==> config.mk <==
export PLATFORM = sky130hd
export DESIGN_NAME = lcd_ctrl
export DESIGN_NICKNAME = d
export VERILOG_FILES = /design/src/rtl/lcd_ctrl.sv
export SDC_FILE = /design/constraint.sdc
export NUM_CORES = 1
export LEC_CHECK = 0
export CAP_MARGIN = 20
export CORE_UTILIZATION = 45
export DETAILED_ROUTE_END_ITERATION = 6
export PLACE_DENSITY = 0.65
export SETUP_SLACK_MARGIN = 0.02
export SYNTH_ARGS = -nofsm -noshare
export SYNTH_HDL_FRONTEND = slang
export SYNTH_SLANG_ARGS = --single-unit
==> constraint.sdc <==
create_clock -name i_clk -period 7.7 [get_ports i_clk]
set_input_delay 0.77 -clock i_clk [delete_from_list [all_inputs] [get_ports i_clk]]
set_output_delay 0.77 -clock i_clk [all_outputs]
set_load 0.02 [all_outputs]
==> src/rtl/lcd_ctrl.sv <==
// HD44780 character-LCD controller: queues GO-toggle requests in a 4-deep FIFO and replays them with bus timing.
// Define LCD_AUTO_INIT_EN to run a power-on wait plus a fixed 4-command init sequence before serving the FIFO.
module lcd_ctrl #(
  parameter int unsigned TAS_CYC       = 3,
  parameter int unsigned EN_CYC        = 25,
  parameter int unsigned HOLD_CYC      = 3,
  parameter int unsigned EXEC_CYC      = 2000,
  parameter int unsigned SLOW_EXEC_CYC = 82000,
  parameter int unsigned INIT_CYC      = 750000
) (
  input  logic        i_clk,
  input  logic        i_reset,
  input  logic [31:0] i_lcd_word,
  output logic [7:0]  o_lcd_data,
  output logic        o_lcd_rs,
  output logic        o_lcd_rw,
  output logic        o_lcd_en,
  output logic        o_lcd_on,
  output logic        o_lcd_blon,
  output logic        o_busy,
  output logic        o_overflow
);

  function automatic int unsigned umax(input int unsigned a, input int unsigned b);
    return (a > b) ? a : b;
  endfunction

  localparam int unsigned MAX_CYC = umax(umax(umax(TAS_CYC, EN_CYC), umax(HOLD_CYC, EXEC_CYC)),
                                         umax(SLOW_EXEC_CYC, INIT_CYC));
  localparam int CW = $clog2(MAX_CYC + 1);

  localparam logic [CW-1:0] TAS_LD  = CW'(TAS_CYC - 1);
  localparam logic [CW-1:0] EN_LD   = CW'(EN_CYC - 1);
  localparam logic [CW-1:0] HOLD_LD = CW'(HOLD_CYC - 1);
  localparam logic [CW-1:0] EXEC_LD = CW'(EXEC_CYC - 1);
  localparam logic [CW-1:0] SLOW_LD = CW'(SLOW_EXEC_CYC - 1);
  localparam logic [CW-1:0] INIT_LD = CW'(INIT_CYC - 1);

  typedef enum logic [2:0] {
    S_IDLE, S_SETUP, S_PULSE, S_HOLD, S_EXEC, S_INIT
  } state_e;

  state_e          state_q, state_d;
  logic [CW-1:0]   cnt_q, cnt_d;
  logic            rs_q, rs_d;
  logic [7:0]      data_q, data_d;
  logic            go_q, on_q, blon_q, ovf_q;

  logic [3:0][8:0] fifo_q;
  logic [1:0]      wr_q, rd_q;
  logic [2:0]      count_q;
  logic            push, push_ok, pop, full, slow_cmd;
  logic [8:0]      req;

  logic unused_bits;
  assign unused_bits = ^{i_lcd_word[28:10], i_lcd_word[8]};

  // Request capture: any edge on GO is one request, including back-to-back toggles
  assign push    = i_lcd_word[30] ^ go_q;
  assign req     = {i_lcd_word[9], i_lcd_word[7:0]};
  assign full    = (count_q == 3'd4);
  assign push_ok = push && (!full || pop);

  always_ff @(posedge i_clk or negedge i_reset) begin
    if (!i_reset) begin
      go_q   <= 1'b0;
      on_q   <= 1'b0;
      blon_q <= 1'b0;
      ovf_q  <= 1'b0;
    end else begin
      go_q   <= i_lcd_word[30];
      on_q   <= i_lcd_word[31];
      blon_q <= i_lcd_word[29];
      if (push && !push_ok) ovf_q <= 1'b1;
    end
  end

  always_ff @(posedge i_clk or negedge i_reset) begin
    if (!i_reset) begin
      fifo_q  <= '0;
      wr_q    <= '0;
      rd_q    <= '0;
      count_q <= '0;
    end else begin
      if (push_ok) begin
        fifo_q[wr_q] <= req;
        wr_q         <= wr_q + 2'd1;
      end
      if (pop) rd_q <= rd_q + 2'd1;
      case ({push_ok, pop})
        2'b10:   count_q <= count_q + 3'd1;
        2'b01:   count_q <= count_q - 3'd1;
        default: count_q <= count_q;
      endcase
    end
  end

  // Clear display / return home need the long execution time
  assign slow_cmd = !rs_q && (data_q == 8'h01 || data_q == 8'h02 || data_q == 8'h03);

`ifdef LCD_AUTO_INIT_EN
  logic       init_q, init_d;
  logic [1:0] idx_q, idx_d;

  function automatic logic [7:0] init_cmd(input logic [1:0] idx);
    case (idx)
      2'd0:    return 8'h38;
      2'd1:    return 8'h0C;
      2'd2:    return 8'h01;
      default: return 8'h06;
    endcase
  endfunction

  always_ff @(posedge i_clk or negedge i_reset) begin
    if (!i_reset) begin
      init_q <= 1'b1;
      idx_q  <= 2'd0;
    end else begin
      init_q <= init_d;
      idx_q  <= idx_d;
    end
  end
`endif

  always_ff @(posedge i_clk or negedge i_reset) begin
    if (!i_reset) begin
`ifdef LCD_AUTO_INIT_EN
      state_q <= S_INIT;
      cnt_q   <= INIT_LD;
`else
      state_q <= S_IDLE;
      cnt_q   <= '0;
`endif
      rs_q    <= 1'b0;
      data_q  <= 8'h00;
    end else begin
      state_q <= state_d;
      cnt_q   <= cnt_d;
      rs_q    <= rs_d;
      data_q  <= data_d;
    end
  end

  always_comb begin
    state_d = state_q;
    cnt_d   = cnt_q;
    rs_d    = rs_q;
    data_d  = data_q;
    pop     = 1'b0;
`ifdef LCD_AUTO_INIT_EN
    init_d  = init_q;
    idx_d   = idx_q;
`endif
    case (state_q)
      S_IDLE: begin
        if (count_q != 3'd0) begin
          pop             = 1'b1;
          {rs_d, data_d}  = fifo_q[rd_q];
          state_d         = S_SETUP;
          cnt_d           = TAS_LD;
        end
      end
      S_SETUP: begin
        if (cnt_q == '0) begin
          state_d = S_PULSE;
          cnt_d   = EN_LD;
        end else cnt_d = cnt_q - 1'b1;
      end
      S_PULSE: begin
        if (cnt_q == '0) begin
          state_d = S_HOLD;
          cnt_d   = HOLD_LD;
        end else cnt_d = cnt_q - 1'b1;
      end
      S_HOLD: begin
        if (cnt_q == '0) begin
          state_d = S_EXEC;
          cnt_d   = slow_cmd ? SLOW_LD : EXEC_LD;
        end else cnt_d = cnt_q - 1'b1;
      end
      S_EXEC: begin
        if (cnt_q == '0) begin
          state_d = S_IDLE;
`ifdef LCD_AUTO_INIT_EN
          // Init commands chain straight into the next SETUP without visiting IDLE
          if (init_q) begin
            if (idx_q == 2'd3) init_d = 1'b0;
            else begin
              idx_d   = idx_q + 2'd1;
              rs_d    = 1'b0;
              data_d  = init_cmd(idx_q + 2'd1);
              state_d = S_SETUP;
              cnt_d   = TAS_LD;
            end
          end
`endif
        end else cnt_d = cnt_q - 1'b1;
      end
`ifdef LCD_AUTO_INIT_EN
      S_INIT: begin
        if (cnt_q == '0) begin
          rs_d    = 1'b0;
          data_d  = init_cmd(2'd0);
          state_d = S_SETUP;
          cnt_d   = TAS_LD;
        end else cnt_d = cnt_q - 1'b1;
      end
`endif
      default: state_d = S_IDLE;
    endcase
  end

  assign o_lcd_data = data_q;
  assign o_lcd_rs   = rs_q;
  assign o_lcd_rw   = 1'b0;
  assign o_lcd_en   = (state_q == S_PULSE);
  assign o_lcd_on   = on_q;
  assign o_lcd_blon = blon_q;
  assign o_busy     = (state_q != S_IDLE) || (count_q != 3'd0);
  assign o_overflow = ovf_q;

endmodule

==> impl_metrics.tcl, run 1 <==
set metrics [dict create \
    crit_path_start_kind "register" \
    clock-root-buffer "clkbuf_8" \
    rsz0062_at_grt "false" \
    avgSynthCellArea_sq_um 11.5 \
    async_reset_ff_frac 1.00 \
    cp-end-kind "output pin" \
    timing.final.ws_setup_ps 4810 \
    max_stage_delay_ps 630 \
    grt_max_degree 80 \
    synthCells 364 \
    drt_wl_total_microns 8900 \
    ios 49 \
    cts_tree "yes" \
    required_ps 6930 \
    synth.area.top_cells "dfrtp_1 (47%), mux2_2 (12%), mux4_2 (4.9%)" \
    timing.final.crit_share 0.376 \
    antenna_found_initial 0 \
    pwr-share-comb 0.235 \
    dp_hpwl_microns 6030 \
    hold_viol 0 \
    syn_area_sq_mm 0.00417 \
    hold_path_class "in -> async" \
    synth_top_area_frac 0.474 \
    grt_overflow 0 \
    coreArea_sq_mm 0.00885 \
    die-area_sq_mm 0.00966 \
    multiInputGateArea_sq_mm 0.00207 \
    power.switching_w 0.000329 \
    num_rows 34 \
    min_period_ps 2890 \
    r2r_end "cnt_q[9]" \
    viasPerCell 6.10 \
    seq_area_sq_mm 0.00198 \
    drive_gt1_frac 0.207 \
    timing.fmax_mhz 345 \
    gp_congestion 0.837 \
    grt_pass1_vias 2967 \
    tightest_slew_ps 670 \
    outcome "complete, but fails checks" \
    ys.flop_type "dfrtp_1" \
    postCtsSetupBuffers 0 \
    critical_path.top_delay_family "flip-flops" \
    p_leak_nw 1.93 \
    cp_num_cells 3 \
    die_w_microns 98.3 \
    fin_setup_tns_ps 0 \
    switching_share 0.286 \
    first_pass_iters 7 \
    yosys.area.top_type "dfrtp_1" \
    numCtsBuffers 9 \
    clkPwrFrac 0.255 \
    worst_clock_skew_ps 11.3 \
    clk_path_buf_depth 2 \
    worstRegToRegCells 6 \
    ys_ff_latch 79 \
    dieHeight_microns 98.3 \
    place_ws_ps 4840 \
    drt_iter0_markers 145 \
    cts_sinks 79 \
    initial_core_util 0.472 \
    vias 3051 \
    crit_chain "nand2b_1 > nor2_1 > clkdlybuf4s50_1" \
    drc 1 \
    h-tree-depth 3 \
    yosys_warnings 0 \
    seq_area_frac_synth 0.474 \
    path_buf_inv 1 \
    drv_cap 0 \
    slew-limit-headroom 0.549 \
    diodes 0 \
    cp.arrival_ps 2120 \
    io_buffers 27 \
    cts.repair.resized 0 \
    power_density_mw_per_mm2 244 \
    vdd_drop_max_v 0.000174 \
    path_clk_slew_ps 90 \
    ys_types 63 \
    nFillCells 783 \
    synth.net_count 406 \
    power_frac_seq 0.510 \
    setup_viol 0 \
    crit_slowest_cell "dfrtp_1" \
    path_class "reg -> out" \
    flow.area_growth_from_synthesis_pct 13.0 \
    synth_edf_count 0 \
    wl_per_cell_microns 17.8 \
    grtUsageTotal 0.196 \
    slew_violations 0 \
    grt_pass1_wl_microns 14900 \
    violations "design-rule violations" \
    ctsHoldBuffers 0 \
    worstPathMaxFanout 23 \
    ff2ff_setup_slack_ps 5070 \
    internal_power_w 0.000819 \
    r2r_start "cnt_q[3]" \
    clk_latency_ps 350 \
    layout.nets 429 \
    ant_nets 0 \
]
[power by group through the flow]
| stage | registers [W] | clock network (W) | logic (W) |
|---|---|---|---|
| finish | 0.000585 | 0.000293 | 0.000270 |
| global route | 0.000600 | 0.000320 | 0.000298 |
| CTS | 0.000585 | 0.000303 | 0.000273 |
| detailed placement | 0.000594 | 0 | 0.000273 |
| global placement | 0.000586 | 0 | 0.000261 |
| floorplan | 0.000576 | 0 | 0.000218 |
[how the worst max path moves through the flow]
stage                         startpoint    endpoint  slack (ps)
final                         state_q[2]    o_lcd_en        4810
after floorplan               state_q[0]  count_q[2]        5260
after CTS                     state_q[2]      o_busy        4760
after global placement    i_lcd_word[30]  count_q[1]        4890
after global routing          state_q[2]      o_busy        4650
after detailed placement  i_lcd_word[30]  count_q[1]        4840
[synth_stat cells (3+ instances only)]
library cell	n
nand3_1	5
or3_1	9
and4_1	3
nand2b_1	4
o21ai_0	19
o31ai_1	4
mux4_2	9
nor4_1	5
nor3_1	9
xor2_1	6
clkbuf_1	6
xnor2_1	8
and2_1	3
nor2b_1	3
buf_2	8
ha_1	7
dfrtp_1	79
a211oi_1	3
mux2_2	45
a21oi_1	14
or4_1	4
inv_1	11
a311oi_1	3
nand2_1	20
o211ai_1	3
a22oi_1	3
nor2_1	22
[registers in the layout, summed over array words and instances, names as in the netlist]
name / flops
o_lcd_on: 1
go_q: 1
count_q: 3
cnt_q: 20
o_lcd_blon: 1
rd_q: 2
fifo_q: 36
o_lcd_data: 8
o_lcd_rs: 1
o_overflow: 1
state_q: 3
wr_q: 2
[cells in the final DEF (no fill, tap or decap), drive strengths merged, types with 3 or more instances in the layout]
cell type	synthesis	final
o211ai	4	4
mux4	9	9
ha	7	7
xnor2	8	8
a21oi	14	14
or4	4	4
o31ai	4	4
a22oi	3	3
nor2	22	22
a211oi	3	3
clkbuf	6	9
clkdlybuf4s50	0	26
nor3	9	9
nand3	5	5
inv	11	16
nand2b	4	4
and4	3	3
nand2	20	20
buf	12	4
nor2b	3	3
or3	9	9
mux2	45	45
and2	3	3
a311oi	3	3
xor2	6	6
dfrtp	79	79
nor4	9	9
o21ai	21	21
[metrics by stage]
| stage | cells | total power [W] | util | hold WS [ps] | cell area, sq um |
|---|---|---|---|---|---|
| 6_report | 500 | 0.00115 | 0.533 | 228 | 4710 |
| 5_1_grt | 500 | 0.00122 | 0.533 | 208 | 4710 |
| 4_1_cts | 499 | 0.00116 | 0.530 | 496 | 4690 |
| 3_3_place_gp | 483 | 0.000847 | 0.509 | 468 | 4500 |
| 3_5_place_dp | 483 | 0.000866 | 0.509 | 466 | 4500 |
| 2_1_floorplan | 364 | 0.000794 | - | 474 | 4170 |
[per-layer routing]
| layer | wire length [microns] | track usage | vias up |
|---|---|---|---|
| met5 | 0 | 0 | - |
| met4 | 126 | 0.0563 | 0 |
| met3 | 465 | 0.0523 | 14 |
| met2 | 4370 | 0.318 | 98 |
| met1 | 3940 | 0.260 | 1529 |
| li1 | - | - | 1410 |
[area by class of cell]
| class | instances | share of cell area |
|---|---|---|
| clock buffers | 9 | 0.0263 |
| clock inverters | 7 | 0.0127 |
| inverters | 11 | 0.00876 |
| multi-input cells | 256 | 0.438 |
| flip-flops and latches | 79 | 0.419 |
| well taps | 108 | 0.0287 |
| repair buffers | 30 | 0.0658 |
[cells by family after synthesis]
family,synth area share
other cells,0.000899
flops,0.474
simple gates,0.135
buf+inv,0.0312
compound gates,0.131
xor+xnor,0.0294
fa+ha+maj,0.0258
mux,0.172
No activity file was read; power rests on OpenSTA's default activity.
==> run 2, diff against run 1 <==
==> constraint.sdc (replaced) <==
create_clock -name i_clk -period 2.9 [get_ports i_clk]
set_input_delay 0.29 -clock i_clk [delete_from_list [all_inputs] [get_ports i_clk]]
set_output_delay 0.29 -clock i_clk [all_outputs]
set_load 0.02 [all_outputs]
==> run 2 against run 1 <==
The flow now finishes without violations. Largest cell class unchanged. Flip-flop and latch count did not move. First-iteration DRC count shrank 15%. Die area did not move. Critical path type is now reg -> reg. Global-route usage grew 0.30 points. Sequential share of layout area is 0.73 points lower. Clock skew is 0.84 ps lower. Combinational power rose to 2.7 times the previous value. Clock-buffer cell count grew 2. Total power grew to 2.7 times the previous value. Sequential power rose to 2.7 times the previous value. Setup slack worse by 4300 ps. Critical path depth up 2.
==> impl_metrics.tcl, run 2 (same netlist as run 1, synthesis figures left out) <==
set metrics [dict create \
    grt_pass1_vias 3045 \
    slew-limit-headroom 0.544 \
    required_ps 3170 \
    worstRegToRegCells 5 \
    slew_violations 0 \
    grtUsageTotal 0.199 \
    grt_pass1_wl_microns 15100 \
    largest-register "fifo_q" \
    flow.area_growth_from_synthesis_pct 15.0 \
    crit_path_start_kind "register" \
    path_clk_slew_ps 90 \
    layout.nets 437 \
    gp_congestion 0.868 \
    viasPerCell 6.01 \
    drv_cap 0 \
    diodes 0 \
    antenna_found_initial 0 \
    min_period_ps 2420 \
    drt_wl_total_microns 9020 \
    path_class "reg -> reg" \
    outcome "finished clean" \
    h-tree-depth 3 \
    finalCoreUtilization 0.542 \
    dp_hpwl_microns 6110 \
    p_leak_nw 1.98 \
    rsz0062_at_grt "false" \
    clock-root-buffer "clkbuf_8" \
    worst_clock_skew_ps 10.5 \
    drt-met1-wl_microns 4110 \
    num_rows 34 \
    drc 0 \
    ff2ff_setup_slack_ps 480 \
    ios 49 \
    crit_chain "nor4_2 > nand2_1 > or4_1 > a21o_1 > a32oi_1" \
    hold_viol 0 \
    r2r_end "cnt_q[7]" \
    final_common_cell "dfrtp_1" \
    wl_met3_microns 367 \
    worstPathMaxFanout 14 \
    fin_setup_tns_ps 0 \
    postCtsSetupBuffers 0 \
    top_layer "met4" \
    io_buffers 27 \
    largest_reg_flops 36 \
    clk_path_buf_depth 2 \
    setup_viol 0 \
    cp.arrival_ps 2690 \
    wl_met2_microns 4380 \
    clk_latency_ps 350 \
    coreArea_sq_mm 0.00885 \
    grt_overflow 0 \
    hold_path_class "in -> async" \
    tightest_slew_ps 684 \
    crit_slowest_cell "or4_1" \
    r2r_start "cnt_q[11]" \
    cts_tree "yes" \
    grt_max_degree 80 \
    cts_sinks 79 \
    numCtsBuffers 9 \
    first_pass_iters 6 \
    timing.fmax_mhz 414 \
    max_stage_delay_ps 610 \
    cp-end-kind "register" \
    vias 3051 \
    die_w_microns 98.3 \
    dieHeight_microns 98.3 \
    power_density_mw_per_mm2 651 \
    die-area_sq_mm 0.00966 \
    drive_gt1_frac 0.218 \
    timing.final.crit_share 0.834 \
    wl_per_cell_microns 17.8 \
    mostFrequentLayoutCells "dfrtp_1 (79), mux2_2 (45), clkdlybuf4s50_1 (26)" \
    ant_nets 0 \
    vdd_drop_max_v 0.000433 \
    initial_core_util 0.472 \
    drt_iter0_markers 123 \
]
run 2: worst max path at each step:
stage                   startpoint    endpoint  slack, ps  cells after the start
finish                   cnt_q[11]    cnt_q[7]        480                      5
global placement         cnt_q[11]    cnt_q[7]        510                      5
global route             cnt_q[11]   cnt_q[16]        350                      5
detailed placement  i_lcd_word[30]  count_q[1]        510                      8
floorplan               state_q[0]  count_q[2]        460                     10
CTS                      cnt_q[11]    cnt_q[7]        490                      5
run 2: power by group:
group | leakage, nW | internal [W] | switching [W]
sequential | 0.950 | 0.00140 | 0.000156
combinational | 0.929 | 0.000447 | 0.000275
clock | 0.101 | 0.000430 | 0.000415
run 2: what timing repair did:
item                                    4_1_cts  5_1_grt
gates resized for setup                       0        0
hold endpoints to repair                      0       16
hold buffers                                  0        1
endpoints found under the setup margin        0        0
run 2: area by class of cell:
| cell class | instances | area [sq um] |
|---|---|---|
| Timing Repair Buffer | 38 | 373 |
| Multi-Input combinational cell | 256 | 2070 |
| Fill cell | 782 | 4050 |
| Sequential cell | 79 | 1980 |
| Inverter | 11 | 41.3 |
| Clock buffer | 11 | 141 |
| Tap cell | 108 | 135 |
| Clock inverter | 5 | 63.8 |
run 2: metal layers:
| layer | vias to the layer above | track usage |
|---|---|---|
| li1 | 1425 | - |
| met1 | 1532 | 0.262 |
| met2 | 81 | 0.321 |
| met3 | 13 | 0.0465 |
| met4 | 0 | 0.0746 |
| met5 | - | 0 |
run 2: critical path, delay by kind of cell (launching register included):
kind            cells  cell delay (ps)
flops               1              450
simple gates        3             1510
compound gates      2              390
run 2: metrics by stage:
step,hold WS (ps),cells,total power [W],area [sq um],setup slack [ps]
after floorplan,-5.59,364,0.00211,4170,457
after global placement,459,490,0.00225,4550,505
after detailed placement,463,490,0.00230,4550,506
after CTS,138,506,0.00315,4760,491
after global routing,361,508,0.00330,4800,348
final,351,508,0.00312,4800,483
==> run 3, diff against run 2 <==
==> constraint.sdc (replaced) <==
create_clock -name i_clk -period 2.26 [get_ports i_clk]
set_input_delay 0.226 -clock i_clk [delete_from_list [all_inputs] [get_ports i_clk]]
set_output_delay 0.226 -clock i_clk [all_outputs]
set_load 0.02 [all_outputs]
==> run 3 against run 2 <==
Sequential share of layout area is 2.0 points lower. Critical path depth is 2 lower. First-iteration DRC count is 29% higher. Setup slack worse by 320 ps. Design area is 5.2% higher. Non-clock buffer count is 29 higher. Combinational power is 32% higher. Clock skew is 2.9 ps higher. Largest power group unchanged. Highest routed layer unchanged.
==> impl_metrics.tcl, run 3 (same netlist as run 1, synthesis figures left out) <==
set metrics [dict create \
    diodes 0 \
    max_stage_delay_ps 570 \
    drive_gt1_frac 0.287 \
    slew-limit-headroom 0.639 \
    cp.arrival_ps 1870 \
    pwr-share-comb 0.233 \
    endpoint "o_busy" \
    io_buffers 27 \
    vdd_drop_max_v 0.000748 \
    final_common_cell "dfrtp_1" \
    crit_path_start "count_q[1]" \
    slew_violations 0 \
    ios 49 \
    setup_viol 0 \
    crit_chain "nor3_2 > nand2_1 > clkdlybuf4s50_1" \
    wl_per_cell_microns 17.5 \
    first_pass_iters 4 \
    power.switching_w 0.00113 \
    stdcell_area_sq_mm 0.00505 \
    flow.area_growth_from_synthesis_pct 20.9 \
    viasPerCell 5.88 \
    cts_sinks 79 \
    drv_cap 0 \
    h-tree-depth 3 \
    timing.final.ws_setup_ps 164 \
    antenna_found_initial 0 \
    grt_max_degree 41 \
    power_frac_seq 0.489 \
    total_power_w 0.00410 \
    numCtsBuffers 9 \
    dp_hpwl_microns 6770 \
    largest-register "fifo_q" \
    ant_nets 0 \
    worstRegToRegCells 5 \
    internal_power_w 0.00297 \
    path_clk_slew_ps 90 \
    drt_wl_total_microns 9420 \
    r2r_end "cnt_q[10]" \
    fin_setup_tns_ps 0 \
    cp-end-kind "output pin" \
    dieHeight_microns 98.3 \
    num_rows 34 \
    r2r_start "o_lcd_data[3]" \
    initial_core_util 0.472 \
    clk_latency_ps 370 \
    nFillCells 771 \
    worst_clock_skew_ps 13.4 \
    coreArea_sq_mm 0.00885 \
    drt_iter0_markers 159 \
    grt_pass1_vias 3255 \
    multiInputGateArea_sq_mm 0.00209 \
    mostFrequentLayoutCells "dfrtp_1 (79), mux2_2 (45), buf_4 (39)" \
    postCtsSetupBuffers 0 \
    clk_path_buf_depth 2 \
    worstPathMaxFanout 5 \
    cts_tree "yes" \
    p_leak_nw 2.14 \
    largest_reg_flops 36 \
    seq_area_sq_mm 0.00198 \
    hold_path_class "in -> reg" \
    rsz0062_at_grt "false" \
    clock-root-buffer "clkbuf_8" \
    outcome "finished clean" \
    gp_congestion 0.937 \
    path_class "reg -> out" \
    grt_pass1_wl_microns 16000 \
    finalCoreUtilization 0.570 \
    tightest_slew_ps 541 \
    switching_share 0.275 \
    grtUsageTotal 0.213 \
    postPlaceCellArea_sq_mm 0.00480 \
    required_ps 2030 \
    die-area_sq_mm 0.00966 \
    timing.fmax_mhz 477 \
    place_ws_ps 117 \
    timing.final.crit_share 0.928 \
    layout.nets 466 \
    die_w_microns 98.3 \
    hold_viol 0 \
    grt_overflow 0 \
    drc 0 \
    clkPwrFrac 0.278 \
    ff2ff_setup_slack_ps 170 \
    power_density_mw_per_mm2 812 \
    min_period_ps 2100 \
    crit_slowest_cell "clkdlybuf4s50_1" \
    vias 3160 \
    crit_path_start_kind "register" \
]
-- run 3: final cells by class --
cell class	instances	area share
tap	108	0.0268
multi-input combinational	256	0.415
timing repair buffer	67	0.116
sequential	79	0.392
clock buffer	11	0.0300
clock inverter	5	0.0126
inverter	11	0.00818
-- run 3: power by group through the flow --
| stage | sequential [W] | combinational (W) | clock, W |
|---|---|---|---|
| 5_1_grt | 0.00205 | 0.00105 | 0.00121 |
| 4_1_cts | 0.00200 | 0.000971 | 0.00116 |
| 6_report | 0.00200 | 0.000954 | 0.00114 |
| 3_5_place_dp | 0.00203 | 0.000968 | 0 |
| 3_3_place_gp | 0.00200 | 0.000921 | 0 |
| 2_1_floorplan | 0.00196 | 0.000747 | 0 |
-- run 3: how the worst min path moves through the flow --
| stage | from | cells past startpoint | slack, ps | to |
|---|---|---|---|---|
| after floorplan | i_reset | 0 | -70 | cnt_q[0] |
| after global placement | i_reset | 1 | 250 | count_q[0] |
| after detailed placement | i_reset | 1 | 250 | cnt_q[3] |
| after CTS | i_lcd_word[31] | 1 | 290 | o_lcd_on |
| after global routing | i_lcd_word[31] | 1 | 290 | o_lcd_on |
| final | i_lcd_word[31] | 1 | 290 | o_lcd_on |
-- run 3: per-stage QoR --
step	std cells	hold slack, ps
after detailed placement	520	254
after global routing	537	293
final	537	292
after floorplan	364	-69.6
after CTS	537	286
after global placement	520	247
-- run 3: timing repair --
item                                    4_1_cts  5_1_grt
hold buffers                                  1        0
endpoints found under the setup margin        1        6
endpoints found under the hold margin        39        0
resized for setup                             1        5
-- run 3: worst max-delay path: cells and delay by family, from the launching register on --
family	cells	cell delay, ps
flip-flops	1	440
AND/OR/NAND/NOR	2	500
buffers and inverters	1	570
-- run 3: metal layers --
| metal | vias up | wire length, microns | GRT usage |
|---|---|---|---|
| met4 | 0 | 213 | 0.0758 |
| li1 | 1485 | - | - |
| met5 | - | 0 | 0 |
| met3 | 22 | 326 | 0.0472 |
| met1 | 1583 | 4200 | 0.266 |
| met2 | 70 | 4690 | 0.363 |
